## src/rtl/led_scan_bcd.sv

```systemverilog
// ----------------------------------------------------------------------------
// led_scan_bcd
//
// Multiplexed seven-segment display driver. A binary value is captured on an
// accepted load strobe and converted to BCD by a sequential shift-add-3
// (double dabble) engine, one bit per clock, so no wide dividers are needed.
// The committed BCD digits are time-multiplexed onto DIGITS common-select
// lines. The driver supports a programmable dwell time per digit, optional
// leading-zero blanking, per-digit decimal points and an overflow dash
// display.
//
// Ports
//   clk         in   system clock
//   rst_n       in   asynchronous active-low reset
//   data_in     in   binary value to display, sampled on an accepted load
//   dp_in       in   decimal-point enables (bit i = digit i), sampled with
//                    data_in
//   load        in   conversion request, accepted only while busy = 0
//   busy        out  conversion in progress
//   done        out  one-cycle pulse when a new value reaches the display
//   overflow    out  last committed value was >= 10^DIGITS
//   led_sel     out  one-hot digit select, active high, bit 0 = LS digit
//   led_numseg  out  segments, active high: bit0 = a .. bit6 = g, bit7 = dp
// ----------------------------------------------------------------------------
module led_scan_bcd #(
  parameter int DIGITS   = 8,
  parameter int DATA_W   = 27,
  parameter int SCAN_DIV = 32768,
  parameter int BLANK_LZ = 1
) (
  input  logic              clk,
  input  logic              rst_n,
  input  logic [DATA_W-1:0] data_in,
  input  logic [DIGITS-1:0] dp_in,
  input  logic              load,
  output logic              busy,
  output logic              done,
  output logic              overflow,
  output logic [DIGITS-1:0] led_sel,
  output logic [7:0]        led_numseg
);

  localparam int BCD_W = 4 * DIGITS;
  localparam int CNT_W = $clog2(DATA_W + 1);
  localparam int IDX_W = (DIGITS > 1) ? $clog2(DIGITS) : 1;
  localparam int PS_W  = $clog2(SCAN_DIV);

  function automatic logic [63:0] pow10(input int n);
    logic [63:0] r;
    r = 64'd1;
    for (int k = 0; k < n; k++) begin
      r = r * 64'd10;
    end
    return r;
  endfunction

  // Smallest value that no longer fits in DIGITS decimal digits.
  localparam logic [63:0] OVF_LIMIT = pow10(DIGITS);

  // Double-dabble correction: every nibble >= 5 gets +3 so that the
  // following left shift carries correctly into the next decade. Nibbles
  // above the displayable range may hold garbage for overflowing values;
  // the 4-bit wrap is harmless because such values are shown as dashes.
  function automatic logic [BCD_W-1:0] bcd_adjust(input logic [BCD_W-1:0] b);
    logic [BCD_W-1:0] r;
    logic [3:0]       nib;
    r = b;
    for (int k = 0; k < DIGITS; k++) begin
      nib = b[k*4 +: 4];
      if (nib >= 4'd5) begin
        r[k*4 +: 4] = nib + 4'd3;
      end
    end
    return r;
  endfunction

  function automatic logic [6:0] seg7(input logic [3:0] nib);
    logic [6:0] s;
    case (nib)
      4'd0:    s = 7'h3F;
      4'd1:    s = 7'h06;
      4'd2:    s = 7'h5B;
      4'd3:    s = 7'h4F;
      4'd4:    s = 7'h66;
      4'd5:    s = 7'h6D;
      4'd6:    s = 7'h7D;
      4'd7:    s = 7'h07;
      4'd8:    s = 7'h7F;
      4'd9:    s = 7'h6F;
      default: s = 7'h00;
    endcase
    return s;
  endfunction

  typedef enum logic [1:0] {
    IDLE   = 2'd0,
    SHIFT  = 2'd1,
    COMMIT = 2'd2
  } state_t;

  // Converter state
  state_t             state_q, state_d;
  logic [DATA_W-1:0]  sr_q, sr_d;
  logic [BCD_W-1:0]   bcd_q, bcd_d;
  logic [CNT_W-1:0]   cnt_q, cnt_d;
  logic [DIGITS-1:0]  dp_hold_q, dp_hold_d;
  logic               ovf_pend_q, ovf_pend_d;

  // Committed display state
  logic [BCD_W-1:0]   disp_q, disp_d;
  logic [DIGITS-1:0]  disp_dp_q, disp_dp_d;
  logic               overflow_q, overflow_d;
  logic               done_q, done_d;

  // Scanner state
  logic [PS_W-1:0]    presc_q, presc_d;
  logic [IDX_W-1:0]   idx_q, idx_d;
  logic [DIGITS-1:0]  led_sel_q, led_sel_d;
  logic [7:0]         led_numseg_q, led_numseg_d;

  // Scratch signals for the converter and the digit decoder
  logic [BCD_W+DATA_W-1:0] shift_cat;
  logic [BCD_W-1:0]        upper;
  logic                    blank;
  logic [6:0]              seg;

  // --------------------------------------------------------------------------
  // Converter: next-state and datapath
  // --------------------------------------------------------------------------
  always_comb begin
    state_d    = state_q;
    sr_d       = sr_q;
    bcd_d      = bcd_q;
    cnt_d      = cnt_q;
    dp_hold_d  = dp_hold_q;
    ovf_pend_d = ovf_pend_q;
    disp_d     = disp_q;
    disp_dp_d  = disp_dp_q;
    overflow_d = overflow_q;
    done_d     = 1'b0;
    // The BCD bit shifted out of the top is discarded; overflow is decided
    // from the captured binary value instead.
    shift_cat  = {bcd_adjust(bcd_q), sr_q} << 1;

    case (state_q)
      IDLE: begin
        if (load) begin
          sr_d       = data_in;
          dp_hold_d  = dp_in;
          ovf_pend_d = (64'(data_in) >= OVF_LIMIT);
          bcd_d      = '0;
          cnt_d      = '0;
          state_d    = SHIFT;
        end
      end
      SHIFT: begin
        bcd_d = shift_cat[BCD_W+DATA_W-1:DATA_W];
        sr_d  = shift_cat[DATA_W-1:0];
        cnt_d = cnt_q + CNT_W'(1);
        if (cnt_q == CNT_W'(DATA_W - 1)) begin
          state_d = COMMIT;
        end
      end
      COMMIT: begin
        disp_d     = bcd_q;
        disp_dp_d  = dp_hold_q;
        overflow_d = ovf_pend_q;
        done_d     = 1'b1;
        state_d    = IDLE;
      end
      default: begin
        state_d = IDLE;
      end
    endcase
  end

  // --------------------------------------------------------------------------
  // Scanner: prescaler, digit index and registered pin drivers
  // --------------------------------------------------------------------------
  always_comb begin
    presc_d = presc_q + PS_W'(1);
    idx_d   = idx_q;
    if (presc_q == PS_W'(SCAN_DIV - 1)) begin
      presc_d = '0;
      idx_d   = (idx_q == IDX_W'(DIGITS - 1)) ? '0 : idx_q + IDX_W'(1);
    end

    // Digits at and above idx: the low nibble is the current digit, and the
    // whole slice being zero means this digit is a leading zero.
    upper = disp_q >> {idx_q, 2'b00};
    blank = (BLANK_LZ != 0) && (idx_q != '0) && (upper == '0);

    if (overflow_q) begin
      seg = 7'h40;
    end else if (blank) begin
      seg = 7'h00;
    end else begin
      seg = seg7(upper[3:0]);
    end

    led_sel_d    = DIGITS'(1) << idx_q;
    led_numseg_d = {disp_dp_q[idx_q], seg};
  end

  always_ff @(posedge clk or negedge rst_n) begin
    if (!rst_n) begin
      state_q      <= IDLE;
      sr_q         <= '0;
      bcd_q        <= '0;
      cnt_q        <= '0;
      dp_hold_q    <= '0;
      ovf_pend_q   <= 1'b0;
      disp_q       <= '0;
      disp_dp_q    <= '0;
      overflow_q   <= 1'b0;
      done_q       <= 1'b0;
      presc_q      <= '0;
      idx_q        <= '0;
      led_sel_q    <= '0;
      led_numseg_q <= 8'h00;
    end else begin
      state_q      <= state_d;
      sr_q         <= sr_d;
      bcd_q        <= bcd_d;
      cnt_q        <= cnt_d;
      dp_hold_q    <= dp_hold_d;
      ovf_pend_q   <= ovf_pend_d;
      disp_q       <= disp_d;
      disp_dp_q    <= disp_dp_d;
      overflow_q   <= overflow_d;
      done_q       <= done_d;
      presc_q      <= presc_d;
      idx_q        <= idx_d;
      led_sel_q    <= led_sel_d;
      led_numseg_q <= led_numseg_d;
    end
  end

  assign busy       = (state_q != IDLE);
  assign done       = done_q;
  assign overflow   = overflow_q;
  assign led_sel    = led_sel_q;
  assign led_numseg = led_numseg_q;

endmodule

```

## config.mk

```make
export PLATFORM = sky130hd
export DESIGN_NAME = led_scan_bcd
export DESIGN_NICKNAME = d
export VERILOG_FILES = /design/src/rtl/led_scan_bcd.sv
export SDC_FILE = /design/constraint.sdc
export NUM_CORES = 1
export LEC_CHECK = 0
export CORE_UTILIZATION = 53
export CTS_BUF_LIST = sky130_fd_sc_hd__clkbuf_4 sky130_fd_sc_hd__clkbuf_8 sky130_fd_sc_hd__clkbuf_16
export DETAILED_ROUTE_END_ITERATION = 10
export PLACE_DENSITY = 0.81
export SETUP_SLACK_MARGIN = 0.2
export SLEW_MARGIN = 25
export SYNTH_ARGS = -nofsm -noshare
export SYNTH_HDL_FRONTEND = slang
export SYNTH_SLANG_ARGS = --single-unit
```

## constraint.sdc

```tcl
create_clock -name clk -period 2.3 [get_ports clk]
set_input_delay 0.46 -clock clk [delete_from_list [all_inputs] [get_ports clk]]
set_output_delay 0.46 -clock clk [all_outputs]
set_load 0.03 [all_outputs]
```

Word level (Yosys, flattened, before mapping)
Memories as Yosys holds them, arrays and structs flattened. Cells that the tools add are included. Widths: inputs -> output; s select.

Output and inout bits: 19. Bits of input ports: 38. Memories kept: 1. Memory bits (read-only): 112. Register bits after elaboration: 151. Word-level logic and storage cells: 78.

Shift operators: 2. Equality and inequality tests: 7. Reductions and logical operators: 9. Add/sub/neg operators: 11. Multiplexer cells: 24. $lt $le $gt $ge: 10.

Memories: (no name shown) (words 16, bits a word 7, read ports 1, clocked after memory_dff 0, write ports 0, line 79) `case (nib)`.

Operators by type and width (count): $pmux 32 s2 (1); $pmux 27 s2 (1); $ge 4x3->1 const B (8); $logic_not 32->1 (1); $mux 32 (1); $shr 32x5->32 (1); $add 4x2->4 const B (7); $mux 4 (7); $ge 27x27->1 const B (1); $mux 27 (1); $add 15x1->15 const B (1); $eq 15x15->1 const B (1); $mux 15 (1); $mux 7 (2); $pmux 5 s2 (1); $shl 1x3->8 const A (1); $mux 3 (2); $reduce_and 2->1 (3); $add 5x1->5 const B (1); $eq 5x5->1 const B (1); $mux 5 (1); $lt 3x4->1 const B (1); $mux 2 (2); $ne 2x2->1 const B (2); other kinds (12) (14).

Logic depth before layout (Yosys ltp)
Depth after elaboration: 5. Gate-level depth with buffers: 9. Mapped depth without buffers: 7.

Worst setup path before layout
Ideal clock, no wire load.

Path type: reg2reg. Start: register idx_q[1]. End: register led_numseg_q[0] (netlist: led_numseg[0]). Stages on the path, launching flop included: 9. Required time: 2.165 ns. Arrival: 2.214 ns. Path slack: -0.048 ns. Clock period less this slack: 2.348 ns. Library setup time: 0.135 ns. Path through: dfrtp_1 > buf_4 > buf_6 > mux4_2 > mux2i_1 > ha_1 > nand3_1 > o31ai_4 > a21oi_1.

Word-level cells in the longest chain between the ends: 5.

RTL lines: start: declaration (line 117) `logic [IDX_W-1:0] idx_q, idx_d;`; start signal: assignment (line 233) `idx_q <= idx_d;`; parallel branches: the longest is 3 deep, another holds $mem_v2 16x7; $mux 7 * (line 195) `end else if (blank) begin`; $mux 7 * (line 193) `if (overflow_q) begin`; net led_numseg_d[0] (line 119) `logic [7:0] led_numseg_q, led_numseg_d;`; end signal: assignment (line 235) `led_numseg_q <= led_numseg_d;`; end: declaration (line 119).

Mark *: on every way through the listed nets, which the timed path passes. A chain may end at the register's enable or synchronous reset.

Final worst setup path
Start: register idx_q[1]. End: register led_numseg_q[5] (netlist: led_numseg[5]).

The elaborated chain is that of the path after synthesis.

==> reports/results.txt <==
Pins Over Slew Limit = 0
Fin. Hold Viols = 0
Combinational share of power = 27.2%
Post-Syn Area = 7240 µm²
GR Util met1 = 32.0%
Leakage Power = 3.94 nW
Clock skew = 0.00578 ns
Antenna-violating nets left = 0
Worst path required time = 2.65 ns
Final TNS setup = 0 ns
Cell internal pwr = 0.00636 W
Initial antenna violation count = 0
Endpoint type of the worst setup path = flip-flop
Reg2Reg Depth = 8
Beginning of the worst hold path = presc_q[10]$_DFF_PN0_
Iteration-0 DRC Markers = 386
Type of the worst min-delay path = reg -> reg
Die width = 119 µm
Design Power = 0.00948 W
TritonCTS clock tree = built
CP startpoint kind = flip-flop
Reg2Reg Setup Slack = 0.18 ns
First-pass GRT wire length = 27.6 mm
Pwr Density = 1070 nW/µm²
Post-synth net total = 772
CP Class = reg -> reg
Yosys reg bits = 151
Cell count after synthesis = 704
Critical-path maximum fanout = 8
Synth top cells by count = 151 x dfrtp_1, 85 x nor2_1, 72 x nand2_1, 45 x o21ai_1, 30 x ha_1
Top Ports = 57
Grt met3 use = 5.03%
Largest net degree at the start of global routing = 88
Fin nets = 840
DRC Markers = 0
Top FF cell, synth = dfrtp_1
Vias/cell = 5.76
Post-DP Area = 8130 µm²
Grt ovf = 0
MaxCap Viol Count = 0
GRT Util Overall = 24.9%
Final Cycle Share = 92.2%
Worst IR Drop VDD = 0.000648 V
ANT cells = 0
Design Area, Final = 8890 µm²
Net Sw Power = 0.00312 W
Via Count = 5,526
Worst Hold Endpoint = presc_q[10]$_DFF_PN0_
Flop pwr share = 41.0%
Unrepaired setup endpoints after global routing = yes
EDFF count, synth = 0
Fmax = 472 MHz
Count of unique library cells instantiated by Yosys = 47
IO Port Bufs = 56
Post-synthesis sequential area ratio = 52.2%
Post-synth top area cell = dfrtp_1
Hold path depth = 1
Status = finished, final reports clean
Wire per inst = 16.7 µm
YS warnings = 0
R2r startpoint = idx_q[1]$_DFFE_PN0N_
Slew HR = 44.9%
Worst-path clk slew = 0.06 ns
Tmin final = 2.12 ns
H-tree levels = 4
Initial core utilization = 54.4%
Switch share = 32.9%
Clock network power share = 31.8%
Clock sinks = 151
DRT Pass-1 Iters = 5
CTS buffer count = 17
Clock buffer depth = 2
Most frequent cell after synthesis = dfrtp_1
Most Crowded Layer GR = met2
Synth-to-layout area growth = 22.8%
Syn Area/Cell = 10.3 µm²
Die area = 14,100 µm²
Final WL = 16.1 mm
Placer Congestion = 0.926
Synth async-reset ratio = 100%
Root Driver = clkbuf_16
Core ar. = 13,300 µm²
Share of layout cells above drive strength 1 = 11.5%
M2 GR Usage = 41.7%
Crit path DAT = 2.47 ns
Synth top area cells = dfrtp_1 52%, ha_1 5.2%, nor2_1 4.4%, mux2_1 3.9%, nand2_1 3.7%
Final setup vio count = 0
Worst-margin pin slew = 0.827 ns
Reg-to-Reg End = led_numseg[5]$_DFF_PN0_
Critical Path Start = idx_q[1]$_DFFE_PN0N_
Vias in the first global route = 5,632
Die Y = 119 µm
Rows = 42
HPWL Detailed = 11.0 mm
Post-synth top area share = 52.2%
Worst skew pair latency = 0.42 ns
repair_timing:
item,in CTS,in global routing
hold buffers,1,0
gates resized for setup,2,15
setup buffers,0,4
endpoints found under the setup margin,8,7
pin swaps,0,4
endpoints found under the hold margin,35,0
through the flow:
step                instances  hold WS [ns]  setup slack, ns  utilization [%]
global route              960         0.507           0.0882             66.9
finish                    960         0.469            0.180             66.9
global placement          924         0.376            0.150             61.2
floorplan                 704         0.164            0.145                -
detailed placement        924         0.384           0.0711             61.2
CTS                       956         0.477            0.177             66.1
how the worst max path moves through the flow:
stage                                          to  slack (ns)  cells past startpoint
after floorplan           led_numseg[0]$_DFF_PN0_        0.15                      8
after global placement    led_numseg[6]$_DFF_PN0_        0.15                      8
after detailed placement  led_numseg[6]$_DFF_PN0_        0.07                      6
after CTS                 led_numseg[6]$_DFF_PN0_        0.18                      6
after global routing      led_numseg[4]$_DFF_PN0_        0.09                      8
final                     led_numseg[5]$_DFF_PN0_        0.18                      8
critical path: stages (launching register included):
cell,delay (ns)
dfrtp_2,0.50
mux4_2,0.57
mux2i_4,0.22
buf_6,0.14
inv_2,0.05
ha_1,0.22
nor2_1,0.11
a21oi_1,0.07
a21oi_1,0.16
placed cells by master (no fill, tap or decap), types with 3 or more instances in the layout:
| cell type | netlist | layout |
|---|---|---|
| dfrtp_1 | 151 | 149 |
| nor2_1 | 85 | 85 |
| nand2_1 | 72 | 71 |
| clkdlybuf4s50_1 | 0 | 54 |
| o21ai_1 | 45 | 45 |
| ha_1 | 30 | 29 |
| a21oi_1 | 28 | 27 |
| o22ai_1 | 27 | 27 |
| nand3_1 | 27 | 26 |
| mux2_1 | 25 | 25 |
| inv_1 | 23 | 23 |
| buf_4 | 1 | 20 |
| clkbuf_16 | 0 | 17 |
| xor2_1 | 16 | 16 |
| xnor2_1 | 12 | 12 |
| nor3_1 | 11 | 10 |
| mux4_2 | 9 | 9 |
| o21ai_0 | 9 | 9 |
| nand2b_1 | 11 | 9 |
| o31ai_1 | 9 | 9 |
| mux2i_1 | 10 | 8 |
| o32ai_1 | 8 | 8 |
| a32o_1 | 8 | 8 |
| and2_1 | 8 | 7 |
| nor4_1 | 9 | 7 |
| nor2b_1 | 6 | 6 |
| buf_6 | 1 | 6 |
| clkbuf_8 | 0 | 4 |
| bufinv_16 | 0 | 4 |
| inv_2 | 3 | 3 |
| mux2i_4 | 1 | 3 |
| and3_1 | 3 | 3 |
| o211ai_1 | 3 | 3 |
| nand4_1 | 3 | 3 |
| buf_12 | 0 | 3 |
routing by layer:
layer | vias up | share of wire (%)
li1 | 2623 | -
met1 | 2722 | 43
met2 | 152 | 51
met3 | 29 | 4.3
met4 | 0 | 2.0
met5 | - | 0
power groups by stage:
stage | registers (W) | clock network, W | logic [W]
after floorplan | 0.00377 | 0 | 0.00188
after global placement | 0.00386 | 0 | 0.00237
after detailed placement | 0.00391 | 0 | 0.00254
after CTS | 0.00387 | 0.00306 | 0.00258
after global routing | 0.00397 | 0.00317 | 0.00294
final | 0.00389 | 0.00301 | 0.00258
registers in the layout (all words and copies together), names as in the netlist, 2 cells and up:
signal and cells:
led_numseg 8, idx_q 3, dp_hold_q 8, state_q 2
disp_dp_q 8, cnt_q 5, led_sel 8, presc_q 15
sr_q 27, bcd_q 32, disp_q 32
layout make-up:
cell class | instances | area (µm²)
timing repair buffer | 85 | 837
sequential | 151 | 3780
multi-input combinational | 490 | 3300
clock inverter | 10 | 166
tap | 176 | 220
fill | 987 | 4410
clock buffer | 21 | 480
inverter | 27 | 101
kinds of logic after synthesis:
logic type / count (synthesis) / share of synthesized area [%]
muxes: 45 / 8.38
xor gates and xnor gates: 28 / 3.39
buffers and inverters: 63 / 3.46
AOI/OAI and AO/OA: 147 / 12.6
and+or+nand+nor: 240 / 14.8
DFF: 151 / 52.2
adders and majority gates: 30 / 5.19
Power figures use the tool's default switching activity.
